## config.mk

```make
export PLATFORM = sky130hd
export DESIGN_NAME = serial_subtractor
export DESIGN_NICKNAME = d
export VERILOG_FILES = /design/src/rtl/serial_arith_pkg.sv /design/src/rtl/full_sub_cell.sv /design/src/rtl/serial_subtractor.sv
export SDC_FILE = /design/constraint.sdc
export NUM_CORES = 1
export LEC_CHECK = 0
export ABC_AREA = 1
export ABC_CLOCK_PERIOD_IN_PS = 1400
export CAP_MARGIN = 10
export CORE_MARGIN = 4
export CORE_UTILIZATION = 51
export DETAILED_ROUTE_END_ITERATION = 10
export GPL_TIMING_DRIVEN = 0
export PLACE_DENSITY = 0.75
export SLEW_MARGIN = 10
export SYNTH_ARGS = -nofsm -noshare
export SYNTH_HDL_FRONTEND = slang
export SYNTH_SLANG_ARGS = --single-unit
```

## constraint.sdc

```tcl
create_clock -name clk -period 1.4 [get_ports clk]
set_input_delay 0.14 -clock clk [delete_from_list [all_inputs] [get_ports clk]]
set_output_delay 0.14 -clock clk [all_outputs]
set_load 0.03 [all_outputs]
```

## src/rtl/serial_arith_pkg.sv

```systemverilog
// Shared types and sizing helpers for the bit-serial arithmetic blocks.
package serial_arith_pkg;

    localparam int unsigned DefaultWidth = 8;

    typedef enum logic [1:0] {
        StIdle,
        StRun,
        StDone
    } sub_state_e;

    // Bit-counter width; never narrower than one bit.
    function automatic int unsigned cnt_width(input int unsigned width);
        return (width > 2) ? $clog2(width) : 1;
    endfunction

endpackage

```

## src/rtl/full_sub_cell.sv

```systemverilog
// Combinational one-bit full subtractor: d = x - y - bin, bout = borrow out.
module full_sub_cell (
    input  logic x,
    input  logic y,
    input  logic bin,
    output logic d,
    output logic bout
);

    assign d    = x ^ y ^ bin;
    assign bout = (~x & y) | (~(x ^ y) & bin);

endmodule

```

## src/rtl/serial_subtractor.sv

```systemverilog
// LSB-first bit-serial subtractor, one bit per cycle over WIDTH cycles.
// Define APPROX_SUB_EN to compute the low APPROX_BITS bits without borrow propagation.
module serial_subtractor
    import serial_arith_pkg::*;
#(
    parameter int unsigned WIDTH       = DefaultWidth,
    parameter int unsigned APPROX_BITS = 2
) (
    input  logic             clk,
    input  logic             rst,
    input  logic             start,
    input  logic [WIDTH-1:0] a,
    input  logic [WIDTH-1:0] b,
    output logic             busy,
    output logic             done,
    output logic [WIDTH-1:0] diff,
    output logic             borrow_out
);

    localparam int unsigned       CntW    = cnt_width(WIDTH);
    localparam logic [CntW-1:0]   CntLast = CntW'(WIDTH - 1);

    sub_state_e       state_q, state_d;
    logic [WIDTH-1:0] sa_q, sa_d;
    logic [WIDTH-1:0] sb_q, sb_d;
    logic [WIDTH-1:0] sr_q, sr_d;
    logic [WIDTH-1:0] diff_q, diff_d;
    logic [CntW-1:0]  cnt_q, cnt_d;
    logic             br_q, br_d;
    logic             bout_q, bout_d;

    logic cell_d, cell_bout;
    logic step_d, step_bout;

    full_sub_cell u_cell (
        .x    (sa_q[0]),
        .y    (sb_q[0]),
        .bin  (br_q),
        .d    (cell_d),
        .bout (cell_bout)
    );

`ifdef APPROX_SUB_EN
    localparam logic [CntW-1:0] ApproxLim = CntW'(APPROX_BITS);
    logic approx_zone;

    // Low bits: XOR only, and the borrow chain restarts at bit APPROX_BITS.
    assign approx_zone = (cnt_q < ApproxLim);
    assign step_d      = approx_zone ? (sa_q[0] ^ sb_q[0]) : cell_d;
    assign step_bout   = approx_zone ? 1'b0 : cell_bout;
`else
    assign step_d    = cell_d;
    assign step_bout = cell_bout;
`endif

    always_comb begin
        state_d = state_q;
        sa_d    = sa_q;
        sb_d    = sb_q;
        sr_d    = sr_q;
        diff_d  = diff_q;
        cnt_d   = cnt_q;
        br_d    = br_q;
        bout_d  = bout_q;
        busy    = 1'b0;
        done    = 1'b0;

        unique case (state_q)
            StIdle: begin
                if (start) begin
                    sa_d    = a;
                    sb_d    = b;
                    br_d    = 1'b0;
                    cnt_d   = '0;
                    state_d = StRun;
                end
            end
            StRun: begin
                busy  = 1'b1;
                sa_d  = sa_q >> 1;
                sb_d  = sb_q >> 1;
                sr_d  = {step_d, sr_q[WIDTH-1:1]};
                br_d  = step_bout;
                cnt_d = cnt_q + 1'b1;
                if (cnt_q == CntLast) begin
                    diff_d  = {step_d, sr_q[WIDTH-1:1]};
                    bout_d  = step_bout;
                    state_d = StDone;
                end
            end
            StDone: begin
                done = 1'b1;
                // Back-to-back accept without passing through idle.
                if (start) begin
                    sa_d    = a;
                    sb_d    = b;
                    br_d    = 1'b0;
                    cnt_d   = '0;
                    state_d = StRun;
                end else begin
                    state_d = StIdle;
                end
            end
            default: state_d = StIdle;
        endcase
    end

    always_ff @(posedge clk) begin
        if (rst) begin
            state_q <= StIdle;
            sa_q    <= '0;
            sb_q    <= '0;
            sr_q    <= '0;
            diff_q  <= '0;
            cnt_q   <= '0;
            br_q    <= 1'b0;
            bout_q  <= 1'b0;
        end else begin
            state_q <= state_d;
            sa_q    <= sa_d;
            sb_q    <= sb_d;
            sr_q    <= sr_d;
            diff_q  <= diff_d;
            cnt_q   <= cnt_d;
            br_q    <= br_d;
            bout_q  <= bout_d;
        end
    end

    assign diff       = diff_q;
    assign borrow_out = bout_q;

endmodule

```

==> results.py <==
metrics = {
    "logic_synthesis": {
        "netlist_top_cells_area": "dfxtp_1, nand2_1, nor2_1, nand3_1, inv_1",
        "synthDominantCellAreaShare_pct": 44.6,
        "synth-adder-area-share_pct": 2.64,
        "syn_area_per_cell_um2": 6.84,
        "leading_area_contributor_after_synthesis": "dfxtp_1",
        "yosys.area_share.xor_xnor_pct": 0,
        "synth-compound-area-share_pct": 5.87,
        "muxShareOfSynthArea_pct": 0,
        "syn_inst": 249,
        "syn-num-nets": 271,
        "synth.yosys.seq_area_share_pct": 44.6,
        "synth_simple_gate_area_share_pct": 37.2,
        "largest_family_of_logic_cells_by_synthesized_area": "simple AND/OR/NAND/NOR gates",
        "yosys_warnings": 0,
        "synthesized_area_mm2": 0.00170,
        "synth.lib_cells_used.distinct": 19,
        "synth.ff_latch_count": 38,
    },
    "route": {
        "remaining_drc_errors": 0,
        "drt-wirelength-per-cell_um": 11.3,
        "wl_um": 3800,
        "avgViaCountPerCell": 4.69,
        "drt_pass1_iterations": 4,
        "postRouteAntennaNets": 0,
        "via_total_after_detailed_routing": 1579,
        "detailedRoute.firstIterationViolations": 111,
    },
    "global_routing": {
        "antenna_found_initial": 0,
        "first_global_vias": 1389,
        "maximum_number_of_pins_on_one_net_before_global_route_repair": 13,
        "grt-ovfl-total": 0,
        "grt_first_pass_wirelength_um": 6170,
        "global_route.usage.total_pct": 18.7,
    },
    "setup_path": {
        "crit_path_end_kind": "primary output",
        "regToRegStartpoint": "cnt_q[0]$_SDFFE_PP0P_",
        "critical_path_class": "reg -> out",
        "critPathArrivalTime_ns": 1.21,
        "crit_required_ns": 1.26,
        "worst_r2r_endpoint": "diff[2]$_SDFFE_PP0P_",
        "timing.reg2reg.worst_path_depth": 7,
        "worst-r2r-setup-slack_ns": 0.12,
        "critical_path_peak_fanout": 10,
        "start_kind": "register",
    },
    "cells_and_area": {
        "final_design_area_no_fill_mm2": 0.00221,
        "fillerInstances": 289,
        "core_util_final_pct": 70.7,
        "syn_to_final_growth_pct": 29.7,
        "drive_above_1_share_pct": 13.3,
        "most_frequent_standard_cell_in_the_layout_excluding_fill_and_tap_cells": "nand2_1",
        "number_of_nets_in_the_layout": 314,
        "insertedDiodeCount": 0,
        "layout.cells.most_common_list": "nand2_1, nor2_1, dfxtp_1",
    },
    "run": {
        "maxcap_viol_count": 0,
    },
    "power": {
        "p_total_mw": 2.25,
        "comb_power_share_pct": 19.8,
        "internal_power_of_the_cells_mw": 1.60,
        "power_per_cell_area_mw_per_mm2": 1020,
        "highest_ir_drop_seen_on_vdd_v": 0.000733,
        "netSwitchingPower_mw": 0.648,
        "clkPwrFrac_pct": 27.0,
        "cellLeakagePower_nw": 1.04,
        "p_sw_share_pct": 28.9,
        "power.sequential.fraction_pct": 53.2,
    },
    "placement": {
        "gp_routability_congestion": 0.788,
        "post_dp_cell_area_mm2": 0.00205,
        "hpwlAfterDp_um": 2520,
        "io_buffers": 29,
        "place_ws_ns": -0.322,
    },
    "clocking": {
        "cts_hold_buf": 0,
        "cts_num_sinks": 38,
        "cts_root_buffer": "clkbuf_4",
        "clockBufferDepth": 2,
        "cts_htree_levels": 2,
        "worst_skew_pair.late_latency_ns": 0.34,
        "cts_inserted_buffers": 5,
        "cts.clk_slew.worst_paths_ns": 0.11,
        "cts_tree": "done",
    },
    "min_path": {
        "hold_path_class": "in -> reg",
        "min_delay_path_depth": 3,
        "timing.hold.worst.start": "a[7]",
        "holdPathEnd": "sa_q[7]$_SDFFE_PP0P_",
    },
    "die": {
        "floorplan.initialDensity_pct": 54.5,
        "io-pin-count": 30,
        "floorplan.die.width_um": 65.8,
        "die_y_um": 65.8,
        "dieArea_mm2": 0.00433,
        "std_cell_rows": 20,
        "std_cell_core_area_mm2": 0.00313,
    },
    "timing": {
        "worst_slew_margin_rel_pct": 67.8,
        "final.setup_skew_ns": 0.00926,
        "finalSetupViolCount": 0,
        "hold_ws_ns": 0.347,
        "worst_pin_slew_ns": 0.483,
        "timing_hold_violations_final": 0,
        "timing.fmax_mhz": 740,
        "min_period_over_period_pct": 96.5,
        "layout_setup_ws_ns": 0.0486,
        "timing_max_transition_violations_final": 0,
        "min_period_ns": 1.35,
    },
    "run_status": {
        "outcome": "completed",
    },
}
==> metal layers <==
metal | global-route usage (%) | routed length [um] | vias up
met5 | 0 | 0 | -
met4 | 8.55 | 70 | 0
met3 | 4.76 | 188 | 9
met2 | 29.0 | 1700 | 29
met1 | 24.2 | 1840 | 683
li1 | - | - | 858
==> cell families (layout without fill, tap and decap cells) <==
group | Yosys count | in the layout
AOI/OAI and AO/OA | 20 | 20
adders and majority gates | 3 | 3
buffers and inverters | 35 | 78
DFF | 38 | 38
and+or+nand+nor | 153 | 154
==> worst max-delay path by stage <==
stage,start,end
2_1_floorplan,cnt_q[0]$_SDFFE_PP0P_,borrow_out$_SDFFE_PP0P_
3_3_place_gp,state_q[0]$_SDFFE_PP0P_,busy
3_5_place_dp,state_q[0]$_SDFFE_PP0P_,busy
4_1_cts,state_q[0]$_SDFFE_PP0P_,busy
5_1_grt,state_q[0]$_SDFFE_PP0P_,busy
6_report,state_q[0]$_SDFFE_PP0P_,done
==> power by group through the flow <==
stage	logic [mW]	clock network, mW	registers (mW)
detailed placement	0.405	0	1.22
global route	0.505	0.663	1.20
finish	0.445	0.607	1.19
global placement	0.401	0	1.21
CTS	0.422	0.612	1.19
floorplan	0.285	0	1.21
==> critical path: stages (launching register included) <==
cell     delay (ns)
dfxtp_2        0.35
buf_12         0.14
buf_6          0.14
nor2_4         0.11
buf_6          0.13
==> final cells by class <==
class                           instances  area [um^2]  area share (%)
Multi-Input combinational cell        177          808            36.6
Clock buffer                            6         51.3            2.32
Clock inverter                          2         12.5           0.566
Sequential cell                        38          763            34.5
Buffer                                 13          104            4.70
Tap cell                               44         55.1            2.49
Inverter                               22         90.1            4.07
Timing Repair Buffer                   35          327            14.8
==> cell usage after synthesis <==
| cell type | number |
|---|---|
| a21oi_1 | 12 |
| buf_1 | 1 |
| buf_2 | 7 |
| buf_6 | 3 |
| clkbuf_1 | 2 |
| dfxtp_1 | 38 |
| fa_1 | 1 |
| ha_1 | 2 |
| inv_1 | 19 |
| inv_2 | 2 |
| inv_4 | 1 |
| nand2_1 | 74 |
| nand2_2 | 3 |
| nand3_1 | 28 |
| nand3_2 | 1 |
| nor2_1 | 45 |
| nor2_2 | 1 |
| nor2_4 | 1 |
| o21ai_0 | 8 |
==> state kept, by name (all words and copies together) (netlist names) <==
| register | count |
|---|---|
| borrow_out | 1 |
| cnt_q | 3 |
| sr_q | 7 |
| diff | 8 |
| br_q | 1 |
| sa_q | 8 |
| sb_q | 8 |
| state_q | 2 |
==> per-stage QoR <==
step	std cells	setup TNS (ns)
after CTS	331	-0.0340
after floorplan	249	0
after global routing	337	-0.000265
after global placement	322	-2.45
final	337	0
after detailed placement	322	-2.86
==> what timing repair did <==
item / in CTS / in global routing
gates resized for setup: 32 / 8
gates cloned: 0 / 1
pin swaps: 1 / 3
setup endpoints to repair: 14 / 12
setup buffers: 1 / 5
Power figures use the tool's default switching activity.
